===== config.mk =====
export PLATFORM = sky130hd
export DESIGN_NAME = r2sdf_stage
export DESIGN_NICKNAME = d
export VERILOG_FILES = /design/src/rtl/fft_pkg.sv /design/src/rtl/r2sdf_stage_bfly.sv /design/src/rtl/r2sdf_stage.sv
export SDC_FILE = /design/constraint.sdc
export NUM_CORES = 1
export LEC_CHECK = 0
export ABC_AREA = 1
export ABC_CLOCK_PERIOD_IN_PS = 1800
export CAP_MARGIN = 30
export CORE_AREA = 2 2 251 253
export DETAILED_ROUTE_END_ITERATION = 10
export DIE_AREA = 0 0 253 255
export PLACE_DENSITY = 0.5
export SYNTH_ARGS = -nofsm -noshare
export SYNTH_HDL_FRONTEND = slang
export SYNTH_SLANG_ARGS = --single-unit

===== constraint.sdc =====
create_clock -name clk -period 1.8 [get_ports clk]
set_clock_uncertainty 0.2 [all_clocks]
set_input_delay 0.36 -clock clk [delete_from_list [all_inputs] [get_ports clk]]
set_output_delay 0.36 -clock clk [all_outputs]
set_load 0.05 [all_outputs]

===== src/rtl/fft_pkg.sv =====
// -----------------------------------------------------------------------------
// fft_pkg
// Shared definitions for the pipeline FFT stages.
//   FFT_WIDTH       : default real/imag component width (two's complement).
//   fft_clog2       : ceil(log2(value)), constant-evaluable.
//   fft_clog2_min1  : as fft_clog2 but never below 1, for index/port widths.
//   fft_cnt_width   : width of a stage's sample counter, CNTW = clog2(2*DEPTH).
// -----------------------------------------------------------------------------
package fft_pkg;

    localparam int FFT_WIDTH = 16;

    // Loop form keeps the function usable in parameter expressions.
    function automatic int fft_clog2(input int value);
        int result;
        result = 0;
        for (int i = 0; i < 31; i++) begin
            if ((1 << i) < value) begin
                result = i + 1;
            end
        end
        return result;
    endfunction

    // A zero-width vector is illegal, so widths derived from DEPTH=1 floor at 1.
    function automatic int fft_clog2_min1(input int value);
        int result;
        result = fft_clog2(value);
        return (result < 1) ? 1 : result;
    endfunction

    // Counter spans one full block of 2*DEPTH samples; its MSB is the phase.
    function automatic int fft_cnt_width(input int depth);
        return fft_clog2_min1(2 * depth);
    endfunction

endpackage


===== src/rtl/r2sdf_stage_bfly.sv =====
// -----------------------------------------------------------------------------
// r2sdf_stage_bfly
// Combinational radix-2 butterfly on complex two's-complement operands.
//   sum  = (a + b) >>> SCALE
//   diff = (a - b) >>> SCALE
// Adds wrap modulo 2^WIDTH (no widening, no saturation); the shift is
// arithmetic so negative results keep their sign.
// Ports:
//   i_a_re/i_a_im   : operand a (delay-line head)
//   i_b_re/i_b_im   : operand b (incoming sample)
//   o_sum_re/o_sum_im   : scaled sum
//   o_diff_re/o_diff_im : scaled difference
// -----------------------------------------------------------------------------
module r2sdf_stage_bfly
    import fft_pkg::*;
#(
    parameter int WIDTH = FFT_WIDTH,
    parameter int SCALE = 0
)(
    input  logic [WIDTH-1:0] i_a_re,
    input  logic [WIDTH-1:0] i_a_im,
    input  logic [WIDTH-1:0] i_b_re,
    input  logic [WIDTH-1:0] i_b_im,
    output logic [WIDTH-1:0] o_sum_re,
    output logic [WIDTH-1:0] o_sum_im,
    output logic [WIDTH-1:0] o_diff_re,
    output logic [WIDTH-1:0] o_diff_im
);

    // Raw WIDTH-bit results; declared signed so >>> sign-extends.
    logic signed [WIDTH-1:0] w_sum_re;
    logic signed [WIDTH-1:0] w_sum_im;
    logic signed [WIDTH-1:0] w_diff_re;
    logic signed [WIDTH-1:0] w_diff_im;

    assign w_sum_re  = i_a_re + i_b_re;
    assign w_sum_im  = i_a_im + i_b_im;
    assign w_diff_re = i_a_re - i_b_re;
    assign w_diff_im = i_a_im - i_b_im;

    assign o_sum_re  = w_sum_re  >>> SCALE;
    assign o_sum_im  = w_sum_im  >>> SCALE;
    assign o_diff_re = w_diff_re >>> SCALE;
    assign o_diff_im = w_diff_im >>> SCALE;

endmodule


===== src/rtl/r2sdf_stage.sv =====
// -----------------------------------------------------------------------------
// r2sdf_stage
// One radix-2 single-path delay-feedback stage of a pipeline FFT.
// The first half of each 2*DEPTH-sample block is parked in a feedback delay
// line; during the second half each stored sample is paired with the incoming
// one in the butterfly. Sums leave immediately, differences are written back
// into the delay line and leave during the next block's first half.
// Ports:
//   clk       : clock, rising edge
//   rst_n     : asynchronous active-low reset
//   i_valid   : input sample valid; low freezes all state
//   i_re/i_im : input sample
//   o_valid   : output sample valid (1 cycle after the accepted input)
//   o_re/o_im : output sample
//   o_idx     : position k within the half-block (twiddle index)
//   o_tw      : 1 = difference, downstream applies W^k; 0 = sum
// -----------------------------------------------------------------------------
module r2sdf_stage
    import fft_pkg::*;
#(
    parameter int WIDTH = FFT_WIDTH,
    parameter int DEPTH = 8,
    parameter int SCALE = 0,
    parameter int IDXW  = fft_clog2_min1(DEPTH)
)(
    input  logic             clk,
    input  logic             rst_n,
    input  logic             i_valid,
    input  logic [WIDTH-1:0] i_re,
    input  logic [WIDTH-1:0] i_im,
    output logic             o_valid,
    output logic [WIDTH-1:0] o_re,
    output logic [WIDTH-1:0] o_im,
    output logic [IDXW-1:0]  o_idx,
    output logic             o_tw
);

    localparam int              CNTW     = fft_cnt_width(DEPTH);
    localparam logic [CNTW-1:0] CNT_LAST = CNTW'(2 * DEPTH - 1);

    // ---------------------------------------------------------------------
    // Block counter and phase
    // ---------------------------------------------------------------------
    logic [CNTW-1:0] r_cnt;
    logic            r_primed;
    logic            w_phase;
    logic [IDXW-1:0] w_k;

    assign w_phase = r_cnt[CNTW-1];

    // With DEPTH=1 the counter is only the phase bit, so k is always 0.
    generate
        if (CNTW > 1) begin : g_k_bits
            assign w_k = IDXW'(r_cnt[CNTW-2:0]);
        end else begin : g_k_zero
            assign w_k = '0;
        end
    endgenerate

    always_ff @(posedge clk or negedge rst_n) begin
        if (!rst_n) begin
            r_cnt    <= '0;
            r_primed <= 1'b0;
        end else if (i_valid) begin
            if (r_cnt == CNT_LAST) begin
                r_cnt    <= '0;
                // From here on the delay line holds real differences.
                r_primed <= 1'b1;
            end else begin
                r_cnt <= r_cnt + 1'b1;
            end
        end
    end

    // ---------------------------------------------------------------------
    // Feedback delay line: entry 0 takes the pushed value, entry DEPTH-1 is
    // the head (written DEPTH accepted samples ago).
    // ---------------------------------------------------------------------
    logic [WIDTH-1:0] r_dly_re [DEPTH];
    logic [WIDTH-1:0] r_dly_im [DEPTH];
    logic [WIDTH-1:0] w_dly_next_re [DEPTH];
    logic [WIDTH-1:0] w_dly_next_im [DEPTH];
    logic [WIDTH-1:0] w_head_re;
    logic [WIDTH-1:0] w_head_im;
    logic [WIDTH-1:0] w_push_re;
    logic [WIDTH-1:0] w_push_im;

    assign w_head_re = r_dly_re[DEPTH-1];
    assign w_head_im = r_dly_im[DEPTH-1];

    generate
        for (genvar gi = 0; gi < DEPTH; gi++) begin : g_dly
            if (gi == 0) begin : g_tail
                assign w_dly_next_re[gi] = w_push_re;
                assign w_dly_next_im[gi] = w_push_im;
            end else begin : g_tap
                assign w_dly_next_re[gi] = r_dly_re[gi-1];
                assign w_dly_next_im[gi] = r_dly_im[gi-1];
            end
        end
    endgenerate

    always_ff @(posedge clk or negedge rst_n) begin
        if (!rst_n) begin
            for (int i = 0; i < DEPTH; i++) begin
                r_dly_re[i] <= '0;
                r_dly_im[i] <= '0;
            end
        end else if (i_valid) begin
            for (int i = 0; i < DEPTH; i++) begin
                r_dly_re[i] <= w_dly_next_re[i];
                r_dly_im[i] <= w_dly_next_im[i];
            end
        end
    end

    // ---------------------------------------------------------------------
    // Butterfly: a = head, b = incoming sample
    // ---------------------------------------------------------------------
    logic [WIDTH-1:0] w_sum_re;
    logic [WIDTH-1:0] w_sum_im;
    logic [WIDTH-1:0] w_diff_re;
    logic [WIDTH-1:0] w_diff_im;

    r2sdf_stage_bfly #(
        .WIDTH (WIDTH),
        .SCALE (SCALE)
    ) u_bfly (
        .i_a_re    (w_head_re),
        .i_a_im    (w_head_im),
        .i_b_re    (i_re),
        .i_b_im    (i_im),
        .o_sum_re  (w_sum_re),
        .o_sum_im  (w_sum_im),
        .o_diff_re (w_diff_re),
        .o_diff_im (w_diff_im)
    );

    // ---------------------------------------------------------------------
    // Phase muxes
    //   phase 0: store the input, emit the previous block's difference
    //            (only meaningful once a full block has been seen)
    //   phase 1: store the difference, emit the sum
    // ---------------------------------------------------------------------
    logic             w_cand_valid;
    logic [WIDTH-1:0] w_cand_re;
    logic [WIDTH-1:0] w_cand_im;
    logic             w_cand_tw;

    always_comb begin
        w_push_re    = i_re;
        w_push_im    = i_im;
        w_cand_valid = r_primed;
        w_cand_re    = w_head_re;
        w_cand_im    = w_head_im;
        w_cand_tw    = 1'b1;
        if (w_phase) begin
            w_push_re    = w_diff_re;
            w_push_im    = w_diff_im;
            w_cand_valid = 1'b1;
            w_cand_re    = w_sum_re;
            w_cand_im    = w_sum_im;
            w_cand_tw    = 1'b0;
        end
    end

    // ---------------------------------------------------------------------
    // Output register: one cycle latency; data holds across stalls while
    // the valid flag drops.
    // ---------------------------------------------------------------------
    logic             r_out_valid;
    logic [WIDTH-1:0] r_out_re;
    logic [WIDTH-1:0] r_out_im;
    logic [IDXW-1:0]  r_out_idx;
    logic             r_out_tw;

    always_ff @(posedge clk or negedge rst_n) begin
        if (!rst_n) begin
            r_out_valid <= 1'b0;
            r_out_re    <= '0;
            r_out_im    <= '0;
            r_out_idx   <= '0;
            r_out_tw    <= 1'b0;
        end else if (i_valid) begin
            r_out_valid <= w_cand_valid;
            r_out_re    <= w_cand_re;
            r_out_im    <= w_cand_im;
            r_out_idx   <= w_k;
            r_out_tw    <= w_cand_tw;
        end else begin
            r_out_valid <= 1'b0;
        end
    end

    assign o_valid = r_out_valid;
    assign o_re    = r_out_re;
    assign o_im    = r_out_im;
    assign o_idx   = r_out_idx;
    assign o_tw    = r_out_tw;

endmodule

### After elaboration in Yosys (flattened, before gate mapping)

Index checks and enable logic that the tools add are counted.

* flip-flop bits (word level): 298
* input bits: 35
* output and inout bits: 37
* word-level logic and storage cells: 38

* $add $sub $neg: 5
* eq/ne operators: 1
* multiplexer cells: 8
* reduce and logical (&&, ||, !) cells: 1

Operators with widths (count)
* $mux 16: 4
* $add 16x16->16: 2
* $sub 16x16->16: 2
* $add 4x1->4 const B: 1
* $eq 4x4->1 const B: 1
* $mux 4: 1
* $mux 1: 3
* $reduce_and 2->1: 1

### Longest topological paths before layout

Gate-level depths: netlist of the first run.

* depth in word-level cells: 2
* mapped depth: 14
* gate-level depth less buffers: 13

### Cells and area by module

A second synthesis of the first run with hierarchy kept.

* cell total of the unflattened synthesis: 2057
* area, all modules: 15561.2 um2

By module, submodules not included
* r2sdf_stage: times used 1, cells an instance 1336, area each 11755.0 um2, sequential area each 7457.2 um2
* r2sdf_stage_bfly: times used 1, cells an instance 721, area each 3806.2 um2, sequential area each 0.0 um2

### Worst setup path before layout of the first run

Ideal clock, no wire load.

* path kind: input -> register
* from: in i_im[0]
* to: reg r_out_im[10] (netlist: o_im[10])
* library setup time: 0.120 ns
* arrival time: 1.583 ns
* data required time: 1.480 ns
* setup slack: -0.103 ns
* stages on the path: 12
* buffers on the path: 0
* cell sequence: ha_1 -> fa_1 -> nand2_1 -> nand2_1 -> nand3_1 -> nand2_1 -> nand2_1 -> nand2_1 -> nand2_1 -> nand2_1 -> o21ai_1 -> nand2_1

* word-level cells in the longest chain between the ends: 2

Ends and longest elaborated chain
* start: declaration: line r2sdf_stage.sv:30 `input logic [WIDTH-1:0] i_im,`
* $add 16x16->16: line r2sdf_stage_bfly.sv:37 `assign w_sum_im = i_a_im + i_b_im;`
* $mux 16: line r2sdf_stage.sv:157 `if (w_phase) begin`
* end signal: assignment: line r2sdf_stage.sv:187 `r_out_im <= w_cand_im;`
* end: declaration: line r2sdf_stage.sv:173 `logic [WIDTH-1:0] r_out_im;`

No other way between the ends.
A chain may end at the register's enable or synchronous reset.

### Worst setup path in the final report of the first run

* from: reg r_dly_im, in the netlist w_head_im[0]
* to: reg r_out_im[14] (netlist: o_im[14])

* word-level cells in the longest chain between the ends: 2

Ends and longest elaborated chain
* start: declaration: line r2sdf_stage.sv:80 `logic [WIDTH-1:0] r_dly_im [DEPTH];`
* start signal: indexed assignment: line r2sdf_stage.sv:112 `r_dly_im[i] <= w_dly_next_im[i];`
* $add 16x16->16: line r2sdf_stage_bfly.sv:37
* $mux 16: line r2sdf_stage.sv:157

No other way between the ends.

==> flow_summary_export.csv, run 1 <==
group,metric,value,unit
placed_design,dp_hpwl,33.4,mm
clocking,clock-sinks,298,
critical_path,start_kind,"flip-flop",
placed_design,place_ws,-985,ps
global_routing,grt_pass1_wl,76.8,mm
job,max_cap_violations,0,
routing,drt_wl_total,47.8,mm
power,switchingPower,10.7,mW
floorplanning,ios,72,
critical_path,path_depth,12,
critical_path,crit_slowest_cell,"dfrtp_1",
critical_path,worstPathRequired,2030,ps
power,p_per_area,1270,nW/um^2
synth,ys_warn_count,0,
cells_and_area,drive_gt1_share,32.1,%
power,leakagePower,11.5,nW
clocking,clk_latency,550,ps
timing,tightest_slew,398,ps
critical_path,critPathArrivalTime,2280,ps
status,outcome,"complete, but fails checks",
synth,ys_seq_elements,298,
global_routing,grt_overflow,0,
placed_design,gp_congestion,0.874,
power,comb_power_share,41.0,%
placed_design,portBuffers,71,
critical_path,cp_common_cell,"nand2_1",
routing,post_drt_wl_per_cell,15.3,um
clocking,cts_buffers,35,
timing,fmax,0.487,GHz
critical_path,cpPeakStageDelay,400,ps
timing,fin_ws,-254,ps
clocking,path_clk_slew,60,ps
timing,grt_setup_unrepaired,"true",
floorplanning,die_w,253,um
power,pwr-share-seq,34.2,%
timing,setup_viol,50,
power,power.internal,17.8,mW
power,pwr-share-clk,24.8,%
synth,netlist_area,15400,um^2
critical_path,critPathCaptureType,"flip-flop",
floorplanning,die_area,64500,um^2
floorplanning,fp.dieH,255,um
cells_and_area,stdcell_count,3134,
critical_path,ff2ff_path_depth,12,
timing,period_minus_slack,2050,ps
routing,ant_nets,0,
cells_and_area,fin_nets,2412,
routing,vias,13700,
synth,syn_avg_cell_area,7.63,um^2
clocking,clk_path_buf_depth,3,
floorplanning,fp-row-count,92,
power,power.share.switching,37.5,%
routing,viasPerCell,4.37,
critical_path,worstPathMaxFanout,4,
synth,ys_seq_area_share,48.5,%
timing,slew_violations,0,
global_routing,use_met1,20.7,%
synth,async_flop_share,100,%
cells_and_area,antenna_cells,0,
global_routing,grt_util_met3,2.02,%
synth,syn_inst,2014,
global_routing,met2_usage,24.9,%
placed_design,dp.cells,3033,
synth,synth_edf_count,0,
global_routing,antenna_found_initial,0,
clocking,htree_levels,2,
timing,hold_viol_final,0,
floorplanning,start_util,24.7,%
global_routing,grt_pass1_vias,13800,
cells_and_area,postLayoutCoreUtil,36.0,%
global_routing,grt_max_degree,85,
synth,syn_nets,2114,
timing,post-route-period-util,114,%
floorplanning,core_area,62200,um^2
routing,drc,0,
status,violations,"setup timing",
worst_hold_path,hold_path_class,"in2async",
critical_path,path_buf_inv,0,
routing,dr.pass1.iters,6,
critical_path,r2r_setup_slack,-250,ps
global_routing,track_usage,15.0,%
global_routing,top_usage_layer,"met2",
power,vdd_drop_max,0.606,mV
synth,ys.flop_type,"dfrtp_1",
routing,drt_iter0_markers,848,
cells_and_area,synthToLayoutAreaGrowth,45.7,%
clocking,cts_tree,"done",
critical_path,crit_type,"reg2reg",
timing,timing.hold.ws,98.6,ps
critical_path,path_cells,"ha_2 -> fa_2 -> nand2_2 -> nand2_4 -> nand3_4 -> nand2_4 -> nand3_2 -> nand2_1 -> nand2_1 -> nand3_2 -> nand2_2 -> nand2_1",
timing,slew-limit-headroom,73.5,%
clocking,cts-root-buf,"clkbuf_16",
synth,synth.distinct_cells,36,
critical_path,crit_family,"simple AND/OR/NAND/NOR gates",
==> synth_stat cells, types with 2 or more instances <==
cell type / count / area share, %
clkbuf_8: 2 / 0.18
a31oi_1: 5 / 0.20
o21bai_2: 2 / 0.15
o211ai_1: 17 / 0.83
nor3_2: 4 / 0.26
inv_1: 198 / 4.8
nor2_4: 2 / 0.15
nand2_2: 8 / 0.33
nor2_2: 3 / 0.12
fa_1: 4 / 0.52
o22ai_1: 5 / 0.20
o21ai_0: 70 / 2.3
buf_4: 18 / 0.88
and3_1: 2 / 0.081
a21o_1: 2 / 0.098
nand3_1: 74 / 2.4
or2_2: 3 / 0.12
inv_2: 12 / 0.29
and2_1: 6 / 0.24
ha_1: 61 / 5.0
buf_6: 9 / 0.66
nand2_1: 962 / 24
xnor2_1: 2 / 0.11
dfrtp_1: 298 / 49
nor3_1: 7 / 0.23
o21ai_1: 14 / 0.46
o221ai_1: 10 / 0.57
o21bai_1: 6 / 0.29
buf_2: 43 / 1.4
a21oi_1: 70 / 2.3
clkbuf_1: 20 / 0.49
nand4_1: 9 / 0.37
nor2_1: 56 / 1.4
a21oi_2: 8 / 0.46
==> kinds of logic after synthesis <==
kind of cell               Yosys count  synth area share (%)
buffers and inverters              302                  8.74
DFF                                298                  48.5
adders and majority gates           65                  5.49
AOI/OAI and AO/OA                  209                  7.82
and+or+nand+nor                   1138                  29.3
xor gates and xnor gates             2                 0.114
==> registers in the layout, indices dropped and copies added, names as in the netlist <==
name	flops
o_valid	1
o_im	16
r_dly_im	112
o_re	16
r_cnt	4
r_dly_re	112
o_tw	1
r_primed	1
o_idx	3
w_head_im	16
w_head_re	16
==> through the flow <==
stage / cell area [um^2] / power (mW) / TNS, ps
after CTS: 21600 / 28.0 / -5580
after global routing: 22400 / 30.2 / -10420
after floorplan: 15400 / 14.5 / -47.0
after detailed placement: 19000 / 19.4 / -44240
after global placement: 19000 / 19.4 / -44070
final: 22400 / 28.5 / -6340
==> timing repair <==
action / 4_1_cts / 5_1_grt
setup endpoints to repair: 51 / 53
setup buffers: 26 / 22
hold buffers: 1 / 0
resized for setup: 324 / 184
hold endpoints to repair: 298 / 0
pin swaps: 129 / 151
==> per-layer routing <==
layer  up-vias  part of all wire, %
met3        46                  3.4
li1       6827                    -
met2       207                   47
met5         -                    0
met4         0                  1.8
met1      6622                   48
==> power by group through the flow <==
stage          clock network, mW  registers [mW]  logic [mW]
6_report                    7.07            9.73        11.7
5_1_grt                     7.57            9.96        12.7
4_1_cts                     7.33            9.75        10.9
3_5_place_dp                   0            9.78        9.64
3_3_place_gp                   0            9.75        9.61
2_1_floorplan                  0            10.4        4.15
==> final cells by class <==
| cell class | instances | area (um^2) |
|---|---|---|
| Inverter | 210 | 813 |
| Tap cell | 799 | 1000 |
| Timing Repair Buffer | 353 | 3630 |
| Clock buffer | 50 | 1020 |
| Clock inverter | 10 | 100 |
| Multi-Input combinational cell | 1414 | 8350 |
| Fill cell | 6420 | 39800 |
| Sequential cell | 298 | 7460 |
==> worst reg2reg max path, stage by stage (launching register included) <==
cell and delay (ps):
dfrtp_1 400, ha_2 200, fa_2 370, nand2_2 100, nand2_4 80, nand3_4 70
nand2_4 90, nand3_2 100, nand2_1 50, nand2_1 70, nand3_2 90, nand2_2 80
nand2_1 50
==> worst paths after layout <==
kind                               from             to
max                        w_head_im[0]       o_im[14]
min                               rst_n  w_head_re[12]
max reg2reg                w_head_im[0]       o_im[14]
min reg2reg                    r_primed       r_primed
max in group asynchronous         rst_n   w_head_re[1]
min in group clk                i_valid   r_dly_im[96]
==> cell usage in the layout, fill, tap and decap left out, types with 47 or more instances in the layout <==
master,instances
buf_12,58
buf_4,216
dfrtp_1,294
inv_1,159
nand2_1,838
nand2_2,85
nand2_4,47
o21ai_0,62
Power figures use the tool's default switching activity.
==> run 2, diff against run 1 <==
ABC_CLOCK_PERIOD_IN_PS = default   (was 1800)
==> results of run 2 <==
Same layout as run 1: the final DEF is identical, and so are final timing and power.
==> run 3, diff against run 2 <==
CORE_AREA = 3 3 254 256   (was 2 2 251 253)
DIE_AREA = 0 0 257 259   (was 0 0 253 255)
GPL_ROUTABILITY_DRIVEN = 0   (was default)
SYNTH_HIERARCHICAL = 1   (was default)
==> run 3 against run 2 <==
Effect of this change: the flow still finishes with violations (setup timing); sequential share of layout area grew 0.98 points; largest power group unchanged; first-iteration DRC count up 2.7%; critical path depth unchanged; worst hold slack got worse by 36 ps; synthesized area grew 1.3%; largest cell class unchanged; clock-buffer cell count grew 3; critical endpoint is now r_dly_im[118]; combinational power decreased by 5%; final area fell by 2.8%.
==> flow_summary_export.csv, run 3 <==
group,metric,value,unit
floorplanning,die_area,66600,um^2
worst_hold_path,hold_path_class,"in2reg",
timing,period_minus_slack,2160,ps
floorplanning,start_util,24.8,%
synth,synth_top_area_share,47.9,%
power,pwr-share-seq,35.2,%
timing,fin_ws,-361,ps
cells_and_area,fin_area,21800,um^2
critical_path,worstPathMaxFanout,4,
status,outcome,"complete, but fails checks",
placed_design,dp_hpwl,29.7,mm
floorplanning,fp.dieH,259,um
synth,ys.flop_type,"dfrtp_1",
power,power,27.8,mW
routing,drt_wl_total,43.7,mm
global_routing,track_usage,12.9,%
routing,ant_nets,0,
clocking,htree_levels,2,
synth,syn_inst,2057,
worst_hold_path,holdPathEnd,"w_head_im[13]",
critical_path,cpPeakStageDelay,410,ps
global_routing,grt_overflow,0,
timing,slew-limit-headroom,60.7,%
cells_and_area,synthToLayoutAreaGrowth,39.8,%
power,comb_power_share,39.7,%
floorplanning,die_w,257,um
synth,synth_most_common_cell,"nand2_1",
critical_path,path_depth,12,
synth,ys_seq_elements,298,
global_routing,antenna_found_initial,1,
critical_path,crit_slowest_cell,"dfrtp_1",
critical_path,cp_common_cell,"nand2_4",
routing,post_drt_wl_per_cell,13.8,um
routing,wl_met2,20.9,mm
power,switchingPower,10.3,mW
status,violations,"setup timing",
routing,met1Wirelength,19.8,mm
routing,viasPerCell,4.30,
synth,ys_warn_count,6,
timing,fmax,0.463,GHz
synth,synth_top_cell_by_area,"dfrtp_1",
synth,synth_edf_count,0,
timing,tns,-10030,ps
routing,drt_iter0_markers,871,
cells_and_area,mostFrequentLayoutCells,"nand2_1 (910), dfrtp_1 (288), buf_4 (180)",
synth,syn_avg_cell_area,7.56,um^2
timing,post-route-period-util,120,%
critical_path,critPathArrivalTime,2410,ps
synth,synth_top_cells_by_count,"nand2_1 (1015), dfrtp_1 (298), inv_1 (154), nor2_1 (118), o21ai_0 (101)",
clocking,cts_buffers,35,
critical_path,crit_type,"reg2reg",
synth,syn_nets,2157,
critical_path,path_buf_inv,3,
power,leakagePower,11.3,nW
critical_path,worstPathRequired,2050,ps
cells_and_area,fin_nets,2396,
cells_and_area,layout_commonest_cell,"nand2_1",
cells_and_area,drive_gt1_share,26.9,%
critical_path,critPathCaptureType,"flip-flop",
worst_hold_path,hold_depth,3,
placed_design,placed_area,18900,um^2
timing,slew_violations,0,
routing,met3_wirelength,1.64,mm
job,max_cap_violations,0,
critical_path,rr_endpoint,"r_dly_im[118]",
critical_path,worstReg2RegStart,"w_head_im[0]",
power,pwr-share-clk,25.1,%
clocking,cts-root-buf,"clkbuf_16",
routing,top_layer_used,"met5",
timing,setup_viol,51,
clocking,path_clk_slew,60,ps
global_routing,grt_pass1_wl,71.0,mm
timing,grt_setup_unrepaired,"true",
worst_hold_path,hold_start,"i_valid",
critical_path,path_cells,"inv_2 -> ha_4 -> fa_2 -> inv_2 -> nand3_2 -> nand2_4 -> nand2_4 -> nand2_4 -> buf_12 -> xor2_2 -> nor2_1 -> o21ai_1",
critical_path,crit_path_start,"w_head_im[0]",
clocking,cts_tree,"done",
synth,ys_seq_area_share,47.9,%
critical_path,r2r_setup_slack,-360,ps
clocking,clock-sinks,298,
cells_and_area,largestRegisters,"r_dly_im x112, r_dly_re x112",
routing,drc,0,
synth,netlist_area,15600,um^2
clocking,clk_latency,530,ps
critical_path,start_kind,"flip-flop",
synth,synthTopCellsByArea,"dfrtp_1 (48%), nand2_1 (24%), ha_1 (4.9%)",
global_routing,grt_pass1_vias,13800,
floorplanning,core_area,62700,um^2
power,power.internal,17.5,mW
synth,async_flop_share,100,%
power,power.share.switching,37.1,%
placed_design,place_ws,-870,ps
floorplanning,ios,72,
clocking,clk_path_buf_depth,3,
critical_path,ff2ff_path_depth,12,
routing,vias,13600,
placed_design,portBuffers,71,
timing,tightest_slew,583,ps
global_routing,grt_max_degree,62,
critical_path,crit_family,"adder cells",
power,p_per_area,1280,nW/um^2
cells_and_area,antenna_cells,0,
timing,hold_viol_final,0,
routing,dr.pass1.iters,5,
synth,synth.distinct_cells,29,
floorplanning,fp-row-count,92,
power,vdd_drop_max,0.580,mV
[run 3: logic make-up (layout without fill, tap and decap cells)]
group                    Yosys count  count (layout)  share of synthesized area (%)
XOR/XNOR                          32              32                           1.80
adder cells (fa/ha/maj)           65              65                           5.42
flip-flops                       298             298                           47.9
buffers and inverters            265             530                           8.51
AO/OA/AOI/OAI                    182             182                           6.05
AND/OR/NAND/NOR                 1215            1215                           30.3
[run 3: final cells by class]
class / instances / area [um^2]
well taps: 846 / 1060
clock inverters: 10 / 124
clock buffers: 53 / 993
flip-flops and latches: 298 / 7470
multi-input cells: 1494 / 8240
inverters: 162 / 628
fillers: 6435 / 41000
repair buffers: 305 / 3250
[run 3: worst reg2reg max path, cell delays in order, from the launching register on]
cell	delay (ps)
dfrtp_1	410
inv_2	70
ha_4	160
fa_2	380
inv_2	70
nand3_2	70
nand2_4	120
nand2_4	70
nand2_4	100
buf_12	110
xor2_2	150
nor2_1	60
o21ai_1	120
[run 3: what timing repair did]
item / in CTS / in global routing
setup endpoints to repair: 54 / 54
hold buffers: 1 / 0
hold endpoints to repair: 298 / 0
setup buffers: 20 / 19
pin swaps: 161 / 119
gates resized for setup: 242 / 141
cloned: 0 / 0
[run 3: how the worst max path moves through the flow]
stage	to	slack, ps
floorplan	r_dly_re[126]	-110
global placement	o_re[14]	-860
detailed placement	o_re[14]	-870
CTS	o_im[6]	-320
global route	r_dly_im[118]	-440
finish	r_dly_im[118]	-360
[run 3: layer usage]
metal  global-route usage (%)  vias up
met5                        0        -
met3                     1.79       81
met2                     21.5      237
met4                     4.98        2
li1                         -     6769
met1                     17.0     6549
[run 3: stage by stage]
stage	util [%]	hold WS, ps	std cells
global route	34.7	65.5	3168
CTS	33.6	37.8	3151
global placement	30.1	100	3067
finish	34.7	63.1	3168
floorplan	-	-136	2057
detailed placement	30.1	107	3067
[run 3: power by group through the flow]
| stage | sequential, mW | clock (mW) | combinational [mW] |
|---|---|---|---|
| after floorplan | 10.5 | 0 | 4.46 |
| after global placement | 9.80 | 0 | 9.44 |
| after detailed placement | 9.84 | 0 | 9.51 |
| after CTS | 9.79 | 7.27 | 10.4 |
| after global routing | 10.0 | 7.51 | 12.1 |
| final | 9.79 | 6.98 | 11.1 |
